File: src/rtl/imem_loader_if.sv
// Byte-stream input and instruction-memory write port of the program loader.
// The master modport is the loader's view; slave is the stream source / memory side.
interface imem_loader_if #(
  parameter int ADDR_WIDTH = 8
);
  logic [7:0]            byteIn;
  logic                  byteValid;
  logic                  byteReady;
  logic                  imemWe;
  logic [ADDR_WIDTH-1:0] imemAddr;
  logic [31:0]           imemWdata;

  modport master (
    input  byteIn, byteValid,
    output byteReady, imemWe, imemAddr, imemWdata
  );

  modport slave (
    output byteIn, byteValid,
    input  byteReady, imemWe, imemAddr, imemWdata
  );
endinterface

File: src/rtl/imem_loader.sv
// Program loader: byte stream -> little-endian words -> instruction memory, holding the CPU until done.
// Optional trailing XOR checksum byte is enabled by defining IMEM_LOADER_CHECKSUM_EN.
module imem_loader #(
  parameter int ADDR_WIDTH = 8
) (
  input  logic                clock,
  input  logic                reset,
  input  logic                start,
  imem_loader_if.master       bus,
  output logic                cpuHold,
  output logic                busy,
  output logic                done,
  output logic                error,
  output logic [15:0]         wordCount
);

  typedef enum logic [2:0] {
    IDLE   = 3'd0,
    HDR_LO = 3'd1,
    HDR_HI = 3'd2,
    DATA   = 3'd3,
`ifdef IMEM_LOADER_CHECKSUM_EN
    CHECK  = 3'd4,
`endif
    DONE   = 3'd5,
    ERR    = 3'd6
  } state_t;

`ifdef IMEM_LOADER_CHECKSUM_EN
  localparam state_t AFTER_PAYLOAD = CHECK;
`else
  localparam state_t AFTER_PAYLOAD = DONE;
`endif

  localparam logic [16:0] CAPACITY = 17'd1 << ADDR_WIDTH;

  state_t                state_r, state_nx;
  logic [7:0]            count_lo_r;
  logic [15:0]           count_r;
  logic [15:0]           word_cnt_r;
  logic [1:0]            byte_idx_r;
  logic [23:0]           asm_r;
  logic [ADDR_WIDTH-1:0] addr_r;
  logic [31:0]           wdata_r;
  logic                  we_r;
  logic                  ready_r, busy_r, hold_r, done_r, error_r;
`ifdef IMEM_LOADER_CHECKSUM_EN
  logic [7:0]            csum_r;
`endif

  logic                  accept_s;
  logic                  start_load_s;
  logic                  active_nx_s;
  logic [15:0]           hdr_count_s;

  assign accept_s     = bus.byteValid && ready_r;
  assign start_load_s = start && ((state_r == IDLE) || (state_r == DONE) || (state_r == ERR));
  assign hdr_count_s  = {bus.byteIn, count_lo_r};

  // State register
  always_ff @(posedge clock) begin
    if (!reset) begin
      state_r <= IDLE;
    end else begin
      state_r <= state_nx;
    end
  end

  // Next-state logic; every transition out of a streaming state happens on an accepted byte
  always_comb begin
    state_nx    = state_r;
    active_nx_s = 1'b0;
    case (state_r)
      IDLE, DONE, ERR: begin
        if (start_load_s) state_nx = HDR_LO;
        else              state_nx = state_r;
      end
      HDR_LO: begin
        if (accept_s) state_nx = HDR_HI;
        else          state_nx = state_r;
      end
      HDR_HI: begin
        if (!accept_s)                          state_nx = state_r;
        else if ({1'b0, hdr_count_s} > CAPACITY) state_nx = ERR;
        else if (hdr_count_s == 16'd0)          state_nx = AFTER_PAYLOAD;
        else                                    state_nx = DATA;
      end
      DATA: begin
        if (accept_s && (byte_idx_r == 2'd3) && ((word_cnt_r + 16'd1) == count_r))
          state_nx = AFTER_PAYLOAD;
        else
          state_nx = state_r;
      end
`ifdef IMEM_LOADER_CHECKSUM_EN
      CHECK: begin
        if (!accept_s)                   state_nx = state_r;
        else if (bus.byteIn == csum_r)   state_nx = DONE;
        else                             state_nx = ERR;
      end
`endif
      default: state_nx = IDLE;
    endcase
    case (state_nx)
      HDR_LO, HDR_HI, DATA: active_nx_s = 1'b1;
`ifdef IMEM_LOADER_CHECKSUM_EN
      CHECK:                active_nx_s = 1'b1;
`endif
      default:              active_nx_s = 1'b0;
    endcase
  end

  // Datapath: header capture, word assembly, write port and registered status outputs
  always_ff @(posedge clock) begin
    if (!reset) begin
      count_lo_r <= 8'd0;
      count_r    <= 16'd0;
      word_cnt_r <= 16'd0;
      byte_idx_r <= 2'd0;
      asm_r      <= 24'd0;
      addr_r     <= '0;
      wdata_r    <= 32'd0;
      we_r       <= 1'b0;
      ready_r    <= 1'b0;
      busy_r     <= 1'b0;
      hold_r     <= 1'b1;
      done_r     <= 1'b0;
      error_r    <= 1'b0;
`ifdef IMEM_LOADER_CHECKSUM_EN
      csum_r     <= 8'd0;
`endif
    end else begin
      we_r <= 1'b0;
      // Address advances once the pulse has presented it to the memory
      if (we_r) addr_r <= addr_r + ADDR_WIDTH'(1);
      if (start_load_s) begin
        done_r     <= 1'b0;
        error_r    <= 1'b0;
        word_cnt_r <= 16'd0;
        addr_r     <= '0;
        byte_idx_r <= 2'd0;
`ifdef IMEM_LOADER_CHECKSUM_EN
        csum_r     <= 8'd0;
`endif
      end
      if (accept_s && (state_r == HDR_LO)) count_lo_r <= bus.byteIn;
      if (accept_s && (state_r == HDR_HI)) count_r    <= hdr_count_s;
      if (accept_s && (state_r == DATA)) begin
        byte_idx_r <= byte_idx_r + 2'd1;
`ifdef IMEM_LOADER_CHECKSUM_EN
        csum_r     <= csum_r ^ bus.byteIn;
`endif
        case (byte_idx_r)
          2'd0:    asm_r[7:0]   <= bus.byteIn;
          2'd1:    asm_r[15:8]  <= bus.byteIn;
          2'd2:    asm_r[23:16] <= bus.byteIn;
          default: begin
            wdata_r    <= {bus.byteIn, asm_r};
            we_r       <= 1'b1;
            word_cnt_r <= word_cnt_r + 16'd1;
          end
        endcase
      end
      if (state_nx == DONE) done_r  <= 1'b1;
      if (state_nx == ERR)  error_r <= 1'b1;
      ready_r <= active_nx_s;
      busy_r  <= active_nx_s;
      hold_r  <= (state_nx != DONE);
    end
  end

  assign bus.byteReady = ready_r;
  assign bus.imemWe    = we_r;
  assign bus.imemAddr  = addr_r;
  assign bus.imemWdata = wdata_r;
  assign cpuHold       = hold_r;
  assign busy          = busy_r;
  assign done          = done_r;
  assign error         = error_r;
  assign wordCount     = word_cnt_r;

endmodule

File: src/flat_wrapper.sv
// flat-port wrapper written by rule: the top's interface ports become plain ports
module imem_loader_flat 
#(
  parameter int ADDR_WIDTH = 8
)
  (clock, reset, start, cpuHold, busy, done, error, wordCount, bus_byteIn, bus_byteValid, bus_byteReady, bus_imemWe, bus_imemAddr, bus_imemWdata);
  imem_loader_if #(.ADDR_WIDTH(ADDR_WIDTH)) bus_i ();
  input  logic clock;
  input  logic reset;
  input  logic start;
  output logic cpuHold;
  output logic busy;
  output logic done;
  output logic error;
  output logic [15:0] wordCount;
  input wire logic [$bits(bus_i.byteIn)-1:0] bus_byteIn;
  input wire logic [$bits(bus_i.byteValid)-1:0] bus_byteValid;
  output wire logic [$bits(bus_i.byteReady)-1:0] bus_byteReady;
  output wire logic [$bits(bus_i.imemWe)-1:0] bus_imemWe;
  output wire logic [$bits(bus_i.imemAddr)-1:0] bus_imemAddr;
  output wire logic [$bits(bus_i.imemWdata)-1:0] bus_imemWdata;
  assign bus_i.byteIn = bus_byteIn;
  assign bus_i.byteValid = bus_byteValid;
  assign bus_byteReady = bus_i.byteReady;
  assign bus_imemWe = bus_i.imemWe;
  assign bus_imemAddr = bus_i.imemAddr;
  assign bus_imemWdata = bus_i.imemWdata;
  imem_loader #(.ADDR_WIDTH(ADDR_WIDTH)) u_core (.clock(clock), .reset(reset), .start(start), .bus(bus_i), .cpuHold(cpuHold), .busy(busy), .done(done), .error(error), .wordCount(wordCount));
endmodule
File: config.mk
export PLATFORM = sky130hd
export DESIGN_NAME = imem_loader_flat
export DESIGN_NICKNAME = d
export VERILOG_FILES = /design/src/rtl/imem_loader_if.sv /design/src/rtl/imem_loader.sv /design/src/flat_wrapper.sv
export SDC_FILE = /design/constraint.sdc
export NUM_CORES = 1
export LEC_CHECK = 0
export CAP_MARGIN = 20
export CORE_UTILIZATION = 42
export DETAILED_ROUTE_END_ITERATION = 8
export HOLD_SLACK_MARGIN = 0.05
export PLACE_DENSITY = 0.63
export SYNTH_ARGS = -nofsm -noshare
export SYNTH_HDL_FRONTEND = slang
export SYNTH_SLANG_ARGS = --single-unit
File: constraint.sdc
create_clock -name clock -period 2.9 [get_ports clock]
set_input_delay 0.58 -clock clock [delete_from_list [all_inputs] [get_ports clock]]
set_output_delay 0.58 -clock clock [all_outputs]
set_load 0.02 [all_outputs]
==> out/metrics.csv, run 1 <==
stage,metric,value,unit
yosys,async_flop_share,0,
route,wl_per_cell,15.0,um
placement,dp_hpwl,9420,um
global_routing,grt_max_degree,47,
layout,final_cells,879,
layout,drive_gt1_frac,0.0914,
floorplan,rows,40,
sta,setup_violations,0,
layout,nNetsFinal,717,
sta,period_share,0.901,
route,antenna_left,0,
floorplan,die_w,114,um
cts,cts_resized,0,
yosys,syn_area_per_cell,8.37,sq um
setup_path,crit_arrival,2.97,ns
cts,cts_buffers,17,
layout,final_util,0.564,
setup_path,cp.required,3.26,ns
setup_path,crit_type,reg2reg,
sta,period_minus_slack,2.61,ns
global_routing,grt_pass1_vias,4349,
route,drc,0,
cts,clock-root-buffer,clkbuf_16,
cts,cts_sinks,114,
yosys,synth_area_leaders,"dfxtp_1 43%, nand2_1 11%, a21boi_0 11%",
pwr,irDropWorstVdd,356,uV
route,viasPerCell,5.27,
yosys,synth_seq_area_share,0.432,
cts,postCtsHoldBufs,0,
pwr,powerDensity,606,nW/um^2
yosys,synth_cells,631,
route,dr.pass1.iters,4,
sta,tightest_slew,0.492,ns
sta,setup_slack,0.287,ns
cts,clk_pin_slew,0.05,ns
placement,port_buffers,73,
pwr,leakagePower,0.00236,uW
sta,fmaxAchievable,383,MHz
floorplan,design.portCount,74,
global_routing,overflow,0,
placement,gp_congestion,0.872,
setup_path,worstSetupStartpointType,flip-flop,
sta,rsz0062_at_grt,no,
layout,syn_to_final_growth,29.9,%
sta,final_max_slew_viol_count,0,
yosys,yosys_register_bits,114,
global_routing,grt_usage,0.218,
yosys,synth-edff-count,0,
yosys,yosysWarnings,0,
sta,skew,0.00431,ns
yosys,synth_flop_cell,dfxtp_1,
floorplan,die_h,114,um
layout,antenna_cells,0,
route,drt_wl_total,13200,um
cts,clk_latency,0.41,ns
yosys,yosysTopAreaCell,dfxtp_1,
sta,tns,0,ns
floorplan,die-area,13000,sq um
sta,hold_viol,0,
yosys,synth_cell_types,60,
placement,dp_cells,847,
yosys,syn_area,5280,sq um
cts,cts_setup_buffers,0,
yosys,synthTopCellsByCount,"154 x nand2_1, 114 x dfxtp_1, 74 x a21boi_0, 33 x nand3_1, 31 x clkbuf_1",
cts,cts_tree,yes,
cts,clockBufferDepth,2,
global_routing,grt_pass1_wl,21900,um
cts,htreeDepth,4,
route,vias,4628,
yosys,yosysMostFrequentCell,nand2_1,
placement,dpl_worst_slack,0.113,ns
floorplan,start_util,0.434,
global_routing,antenna_found_initial,0,
route,dr.first_iter.drc_count,223,
hold_path,hold_path_class,reg2reg,
yosys,syn_nets,650,
run,cap_violations,0,
setup_path,cp_max_fo,7,
sta,maxSlewHeadroom,0.671,
setup_path,end_kind,flip-flop,
run_status,status,finished clean,
layout,fillers,1090,
yosys,synth_top_area_frac,0.432,
floorplan,core,12200,sq um
path summary, 6_finish.rpt:
kind                                                            from                              endpoint  slack (ns)  cells past startpoint
worst min-delay path            u_core.bus.imemWdata[4]$_SDFFE_PN0P_  u_core.bus.imemWdata[4]$_SDFFE_PN0P_        0.46                      2
worst min register to register  u_core.bus.imemWdata[4]$_SDFFE_PN0P_  u_core.bus.imemWdata[4]$_SDFFE_PN0P_        0.46                      2
worst max-delay path                  u_core.wordCount[0]$_SDFF_PN0_              u_core.done$_SDFFE_PN0P_        0.29                      8
worst max register to register        u_core.wordCount[0]$_SDFF_PN0_              u_core.done$_SDFFE_PN0P_        0.29                      8
sequential cells by signal (all words and copies together), names as in the netlist:
| signal | flops |
|---|---|
| u_core.error | 1 |
| u_core.bus.imemWe | 1 |
| u_core.state_r | 3 |
| u_core.wordCount | 16 |
| u_core.cpuHold | 1 |
| u_core.asm_r | 24 |
| u_core.bus.imemAddr | 8 |
| u_core.bus.byteReady | 1 |
| u_core.bus.imemWdata | 32 |
| u_core.count_r | 16 |
| u_core.count_lo_r | 8 |
| u_core.done | 1 |
| u_core.byte_idx_r | 2 |
cell type report:
cell class,instances,area [sq um],area share
multi-input cells,466,2790,0.406
well taps,168,210,0.0306
clock inverters,12,225,0.0328
inverters,7,26.3,0.00383
flip-flops and latches,114,2280,0.332
repair buffers,92,868,0.127
clock buffers,20,467,0.0680
metrics by stage:
stage / total power, uW / area [sq um] / hold slack [ns]
after floorplan: 1710 / 5280 / 0.441
after global placement: 1780 / 6170 / 0.451
after detailed placement: 1780 / 6170 / 0.457
after CTS: 4200 / 6860 / 0.465
after global routing: 4290 / 6860 / 0.481
final: 4160 / 6860 / 0.460
layout by cell type, fill, tap and decap left out, drive strengths merged, types with 3 or more instances in the layout:
cell	count
o22ai	3
nand4	6
dfxtp	114
o21ai	22
a21boi	74
nor4	7
and3	8
mux2i	9
nor3	9
a22o	3
inv	9
bufinv	6
nor2	24
o31ai	4
nand2	154
and4	6
a21oi	12
nand3	34
xor2	14
nand3b	3
xnor2	13
clkbuf	20
nor2b	16
ha	7
clkdlybuf4s50	72
buf	20
a31oi	5
clkinv	4
or3	3
and2	4
kinds of logic after synthesis:
group,count (synthesis),synth area share
AOI/OAI and AO/OA,138,0.189
muxes,9,0.0171
and+or+nand+nor,283,0.254
adders and majority gates,8,0.0185
buffers and inverters,51,0.0410
xor gates and xnor gates,28,0.0493
DFF,114,0.432
per-layer routing:
layer,vias up,GRT usage,routed length [um]
li1,2309,-,-
met1,2183,0.289,6210
met2,117,0.343,6200
met3,19,0.0482,546
met4,0,0.0892,246
met5,-,0,0
critical path: stages (launching register included):
cell and delay (ns):
dfxtp_1 0.45, ha_1 0.33, nand2_1 0.19, o21ai_0 0.19, or3b_4 0.41, a2111oi_4 0.37
nand4_2 0.23, o31ai_4 0.25, a32o_1 0.15
where the power goes:
part	switching (uW)	internal [uW]	total, uW
clock	731	1680	2410
sequential	12.4	1580	1590
combinational	88.9	70.7	160
(Power assumes the default switching activity.)
==> run 2, diff against run 1 <==
--- a/config.mk
+++ b/config.mk
@@ -7,9 +7,11 @@
 export LEC_CHECK = 0
 export CAP_MARGIN = 20
 export CORE_UTILIZATION = 42
+export CTS_CLUSTER_DIAMETER = 150
 export DETAILED_ROUTE_END_ITERATION = 8
 export HOLD_SLACK_MARGIN = 0.05
 export PLACE_DENSITY = 0.63
+export RECOVER_POWER = 50
 export SYNTH_ARGS = -nofsm -noshare
 export SYNTH_HDL_FRONTEND = slang
 export SYNTH_SLANG_ARGS = --single-unit
==> run 2 against run 1 <==
Compared with the run above:
- first-iteration DRC count unchanged
- worst hold slack got worse by 0.0030 ns
- utilization decreased by 0.11 points
- final area decreased by 0.20%
- clock power about the same
- clock skew increased by 0.0027 ns
- largest power group unchanged
- sequential cell count unchanged
==> out/metrics.csv, run 2 (synthesized netlist as in run 1, its figures left out) <==
stage,metric,value,unit
floorplan,start_util,0.434,
cts,clk_latency,0.41,ns
placement,dp_hpwl,9420,um
floorplan,design.portCount,74,
sta,setup_violations,0,
setup_path,crit_arrival,2.98,ns
pwr,powerDensity,607,nW/um^2
sta,period_share,0.904,
global_routing,overflow,0,
cts,clk_pin_slew,0.05,ns
layout,largest_register_ffs,32,
placement,place_area,6170,sq um
placement,port_buffers,73,
route,antenna_left,0,
setup_path,cp.required,3.26,ns
setup_path,critical_path.top_delay_family,compound AO/OA/AOI/OAI gates,
floorplan,die_w,114,um
cts,cts_tree,yes,
sta,maxSlewHeadroom,0.516,
cts,postCtsHoldBufs,0,
floorplan,die_h,114,um
hold_path,hold_path_class,reg2reg,
layout,layout_common_cells,"154 x nand2_1, 114 x dfxtp_1, 74 x a21boi_0",
global_routing,grt_pass1_wl,21900,um
sta,final_max_slew_viol_count,0,
layout,final_common_cell,nand2_1,
floorplan,die-area,13000,sq um
route,dr.pass1.iters,4,
cts,clock-root-buffer,clkbuf_16,
route,vias,4596,
placement,gp_congestion,0.872,
layout,drive_gt1_frac,0.0872,
sta,fmaxAchievable,381,MHz
floorplan,rows,40,
setup_path,max_stage_delay,0.45,ns
pwr,leakagePower,0.00250,uW
layout,antenna_cells,0,
setup_path,cp_slowest_cell,dfxtp_1,
cts,cts_setup_buffers,0,
setup_path,cp_max_fo,7,
sta,period_minus_slack,2.62,ns
route,wl_per_cell,15.0,um
setup_path,crit_chain,ha_1 -> nand2_1 -> o21ai_0 -> or3b_4 -> a2111oi_4 -> nand4_2 -> o31ai_4 -> a32o_1,
route,dr.first_iter.drc_count,223,
global_routing,grt_max_degree,47,
floorplan,core,12200,sq um
setup_path,end_kind,flip-flop,
setup_path,critPathBufInv,0,
cts,clockBufferDepth,2,
sta,skew,0.00700,ns
global_routing,grt_pass1_vias,4349,
global_routing,antenna_found_initial,0,
sta,rsz0062_at_grt,no,
run_status,status,finished clean,
pwr,irDropWorstVdd,357,uV
layout,nNetsFinal,717,
sta,tns,0,ns
layout,syn_to_final_growth,29.6,%
sta,tightest_slew,0.727,ns
layout,fillers,1094,
cts,cts_sinks,114,
run,cap_violations,0,
route,viasPerCell,5.23,
setup_path,worstSetupStartpointType,flip-flop,
layout,final_area,6850,sq um
route,drc,0,
route,drt_wl_total,13200,um
setup_path,crit_type,reg2reg,
sta,hold_viol,0,
cts,htreeDepth,4,
cts,cts_resized,0,
global_routing,grt_usage,0.218,
cts,cts_buffers,17,
==> run 2: final cells by class <==
cell class	instances	area, sq um	area share
Clock inverter	12	225	0.0329
Timing Repair Buffer	92	855	0.125
Inverter	7	26.3	0.00384
Clock buffer	20	467	0.0681
Sequential cell	114	2280	0.333
Multi-Input combinational cell	466	2790	0.407
Tap cell	168	210	0.0307
==> run 2: metrics by stage <==
stage	hold slack, ns	cells	utilization	total power, uW	setup slack (ns)
floorplan	0.441	631	-	1710	0.473
global placement	0.451	847	0.508	1780	0.134
detailed placement	0.457	847	0.508	1780	0.113
CTS	0.465	879	0.564	4200	0.274
global route	0.479	879	0.563	4290	0.0780
finish	0.457	879	0.563	4160	0.279
==> run 2: report_power, final <==
part / switching, uW / internal (uW)
registers: 12.5 / 1580
logic: 88.2 / 67.4
clock network: 729 / 1680
==> run 2: layer usage <==
layer / up-vias / global-route usage / share of wire / wire (um)
met1: 2166 / 0.289 / 0.47 / 6150
met2: 115 / 0.343 / 0.48 / 6370
met3: 8 / 0.0482 / 0.046 / 603
met5: - / 0 / 0 / 0
met4: 0 / 0.0892 / 0.0069 / 91
li1: 2307 / - / - / -
==> run 2: final timing paths <==
path                                             start                                   end  slack (ns)  depth (start not counted)
setup / recovery        u_core.wordCount[0]$_SDFF_PN0_              u_core.done$_SDFFE_PN0P_        0.28                          8
hold / removal    u_core.bus.imemWdata[4]$_SDFFE_PN0P_  u_core.bus.imemWdata[4]$_SDFFE_PN0P_        0.46                          2
setup reg to reg        u_core.wordCount[0]$_SDFF_PN0_              u_core.done$_SDFFE_PN0P_        0.28                          8
hold reg to reg   u_core.bus.imemWdata[4]$_SDFFE_PN0P_  u_core.bus.imemWdata[4]$_SDFFE_PN0P_        0.46                          2
==> run 2: worst min-delay path, stage by stage, from the launching register on <==
cell and delay, ns:
dfxtp_1 0.30, nand2_1 0.04, a21boi_0 0.06
==> run 3, diff against run 2 <==
--- a/config.mk
+++ b/config.mk
@@ -11,7 +11,7 @@
 export DETAILED_ROUTE_END_ITERATION = 8
 export HOLD_SLACK_MARGIN = 0.05
 export PLACE_DENSITY = 0.63
-export RECOVER_POWER = 50
+export RECOVER_POWER = 100
 export SYNTH_ARGS = -nofsm -noshare
 export SYNTH_HDL_FRONTEND = slang
 export SYNTH_SLANG_ARGS = --single-unit
==> run 3 against run 2 <==
Compared with the run above:
- fmax up 0.23%
- non-clock buffer count unchanged
- count of clock-buffer cells in the layout unchanged
- setup slack improved by 0.0059 ns
- sequential share of layout area increased by 0.073 points
- global-route usage unchanged
- largest cell class unchanged
==> out/metrics.csv, run 3 (synthesized netlist as in run 1, its figures left out) <==
stage,metric,value,unit
run_status,status,finished clean,
layout,fillers,1100,
pwr,leakagePower,0.00256,uW
layout,antenna_cells,0,
pwr,irDropWorstVdd,357,uV
sta,setup_slack,0.284,ns
pwr,powerDensity,608,nW/um^2
setup_path,cp_slowest_cell,dfxtp_1,
route,viasPerCell,5.26,
global_routing,grt_max_degree,47,
floorplan,die_w,114,um
layout,syn_to_final_growth,29.4,%
route,drc,0,
route,dr.pass1.iters,4,
hold_path,hold_path_class,reg2reg,
placement,dpl_worst_slack,0.113,ns
sta,period_minus_slack,2.62,ns
route,wl_per_cell,15.0,um
global_routing,overflow,0,
sta,final_max_slew_viol_count,0,
layout,final_cells,879,
layout,multi_input_area,2780,sq um
setup_path,critical_path.top_delay_family,compound AO/OA/AOI/OAI gates,
cts,cts_buffers,17,
layout,layout_common_cells,"154 x nand2_1, 114 x dfxtp_1, 74 x a21boi_0",
layout,nNetsFinal,717,
global_routing,grt_pass1_wl,21900,um
placement,port_buffers,73,
floorplan,die-area,13000,sq um
setup_path,crit_arrival,2.97,ns
cts,clk_latency,0.41,ns
placement,dp_hpwl,9420,um
setup_path,crit_chain,ha_1 -> nand2_1 -> o21ai_0 -> or3b_1 -> a2111oi_4 -> nand4_2 -> o31ai_4 -> a32o_1,
placement,place_area,6170,sq um
route,antenna_left,0,
global_routing,grt_usage,0.218,
placement,dp_cells,847,
route,dr.first_iter.drc_count,208,
setup_path,end_kind,flip-flop,
setup_path,max_stage_delay,0.45,ns
setup_path,cp.required,3.26,ns
setup_path,crit_type,reg2reg,
sta,setup_violations,0,
setup_path,critPathBufInv,0,
global_routing,antenna_found_initial,0,
route,vias,4622,
floorplan,start_util,0.434,
layout,drive_gt1_frac,0.0830,
sta,tightest_slew,0.765,ns
sta,skew,0.00451,ns
layout,final_util,0.562,
sta,fmaxAchievable,382,MHz
cts,cts_tree,yes,
global_routing,grt_pass1_vias,4349,
floorplan,core,12200,sq um
cts,clk_pin_slew,0.05,ns
floorplan,rows,40,
sta,maxSlewHeadroom,0.490,
sta,hold_viol,0,
sta,rsz0062_at_grt,no,
layout,register_area,2280,sq um
layout,largest_register_ffs,32,
cts,clock-root-buffer,clkbuf_16,
cts,htreeDepth,4,
cts,cts_setup_buffers,0,
layout,final_area,6840,sq um
cts,cts_resized,0,
setup_path,worstSetupStartpointType,flip-flop,
route,drt_wl_total,13200,um
cts,cts_sinks,114,
floorplan,design.portCount,74,
placement,gp_congestion,0.872,
cts,clockBufferDepth,2,
sta,tns,0,ns
floorplan,die_h,114,um
setup_path,cp_max_fo,7,
cts,postCtsHoldBufs,0,
run,cap_violations,0,
layout,final_common_cell,nand2_1,
sta,period_share,0.902,
-- run 3: changes by cell type in the layout (fill, tap and decap cells not counted), sizes merged --
cell	delta
dlygate4sd3	+16
clkdlybuf4s50	-16
buf	-2
clkbuf	+2
-- run 3: metal layers --
metal | global-route usage | wire length (um) | vias up
met2 | 0.343 | 6110 | 118
met5 | 0 | 0 | -
met4 | 0.0892 | 321 | 0
met1 | 0.289 | 6140 | 2170
met3 | 0.0482 | 615 | 23
li1 | - | - | 2311
-- run 3: worst reg2reg max path: cells and delay by family (launching register included) --
kind	cells	cell delay (ns)
adders and majority gates	1	0.33
AOI/OAI and AO/OA	4	0.96
DFF	1	0.45
and+or+nand+nor	3	0.82
-- run 3: cell type report --
type / instances / share of cell area
clock inverter: 12 / 0.0329
multi-input combinational: 466 / 0.406
timing repair buffer: 92 / 0.124
clock buffer: 20 / 0.0683
sequential: 114 / 0.334
tap: 168 / 0.0308
inverter: 7 / 0.00384
-- run 3: path summary, 6_finish.rpt --
| kind | start | end | slack, ns | depth (start not counted) |
|---|---|---|---|---|
| max | u_core.wordCount[0]$_SDFF_PN0_ | u_core.done$_SDFFE_PN0P_ | 0.28 | 8 |
| min | u_core.bus.imemWdata[4]$_SDFFE_PN0P_ | u_core.bus.imemWdata[4]$_SDFFE_PN0P_ | 0.46 | 2 |
| min reg2reg | u_core.bus.imemWdata[4]$_SDFFE_PN0P_ | u_core.bus.imemWdata[4]$_SDFFE_PN0P_ | 0.46 | 2 |
| max reg2reg | u_core.wordCount[0]$_SDFF_PN0_ | u_core.done$_SDFFE_PN0P_ | 0.28 | 8 |
-- run 3: per-stage QoR --
stage	total power, uW	hold WS [ns]
after global routing	4290	0.479
after floorplan	1710	0.441
after CTS	4200	0.465
after global placement	1780	0.451
final	4160	0.457
after detailed placement	1780	0.457
-- run 3: report_power, final --
group          internal [uW]  total, uW  switching [uW]  leakage [uW]
Clock                   1680       2410             730      0.000341
Combinational           67.3        156            89.0       0.00130
Sequential              1580       1590            12.5      0.000919
Total                   3330       4160             831       0.00256
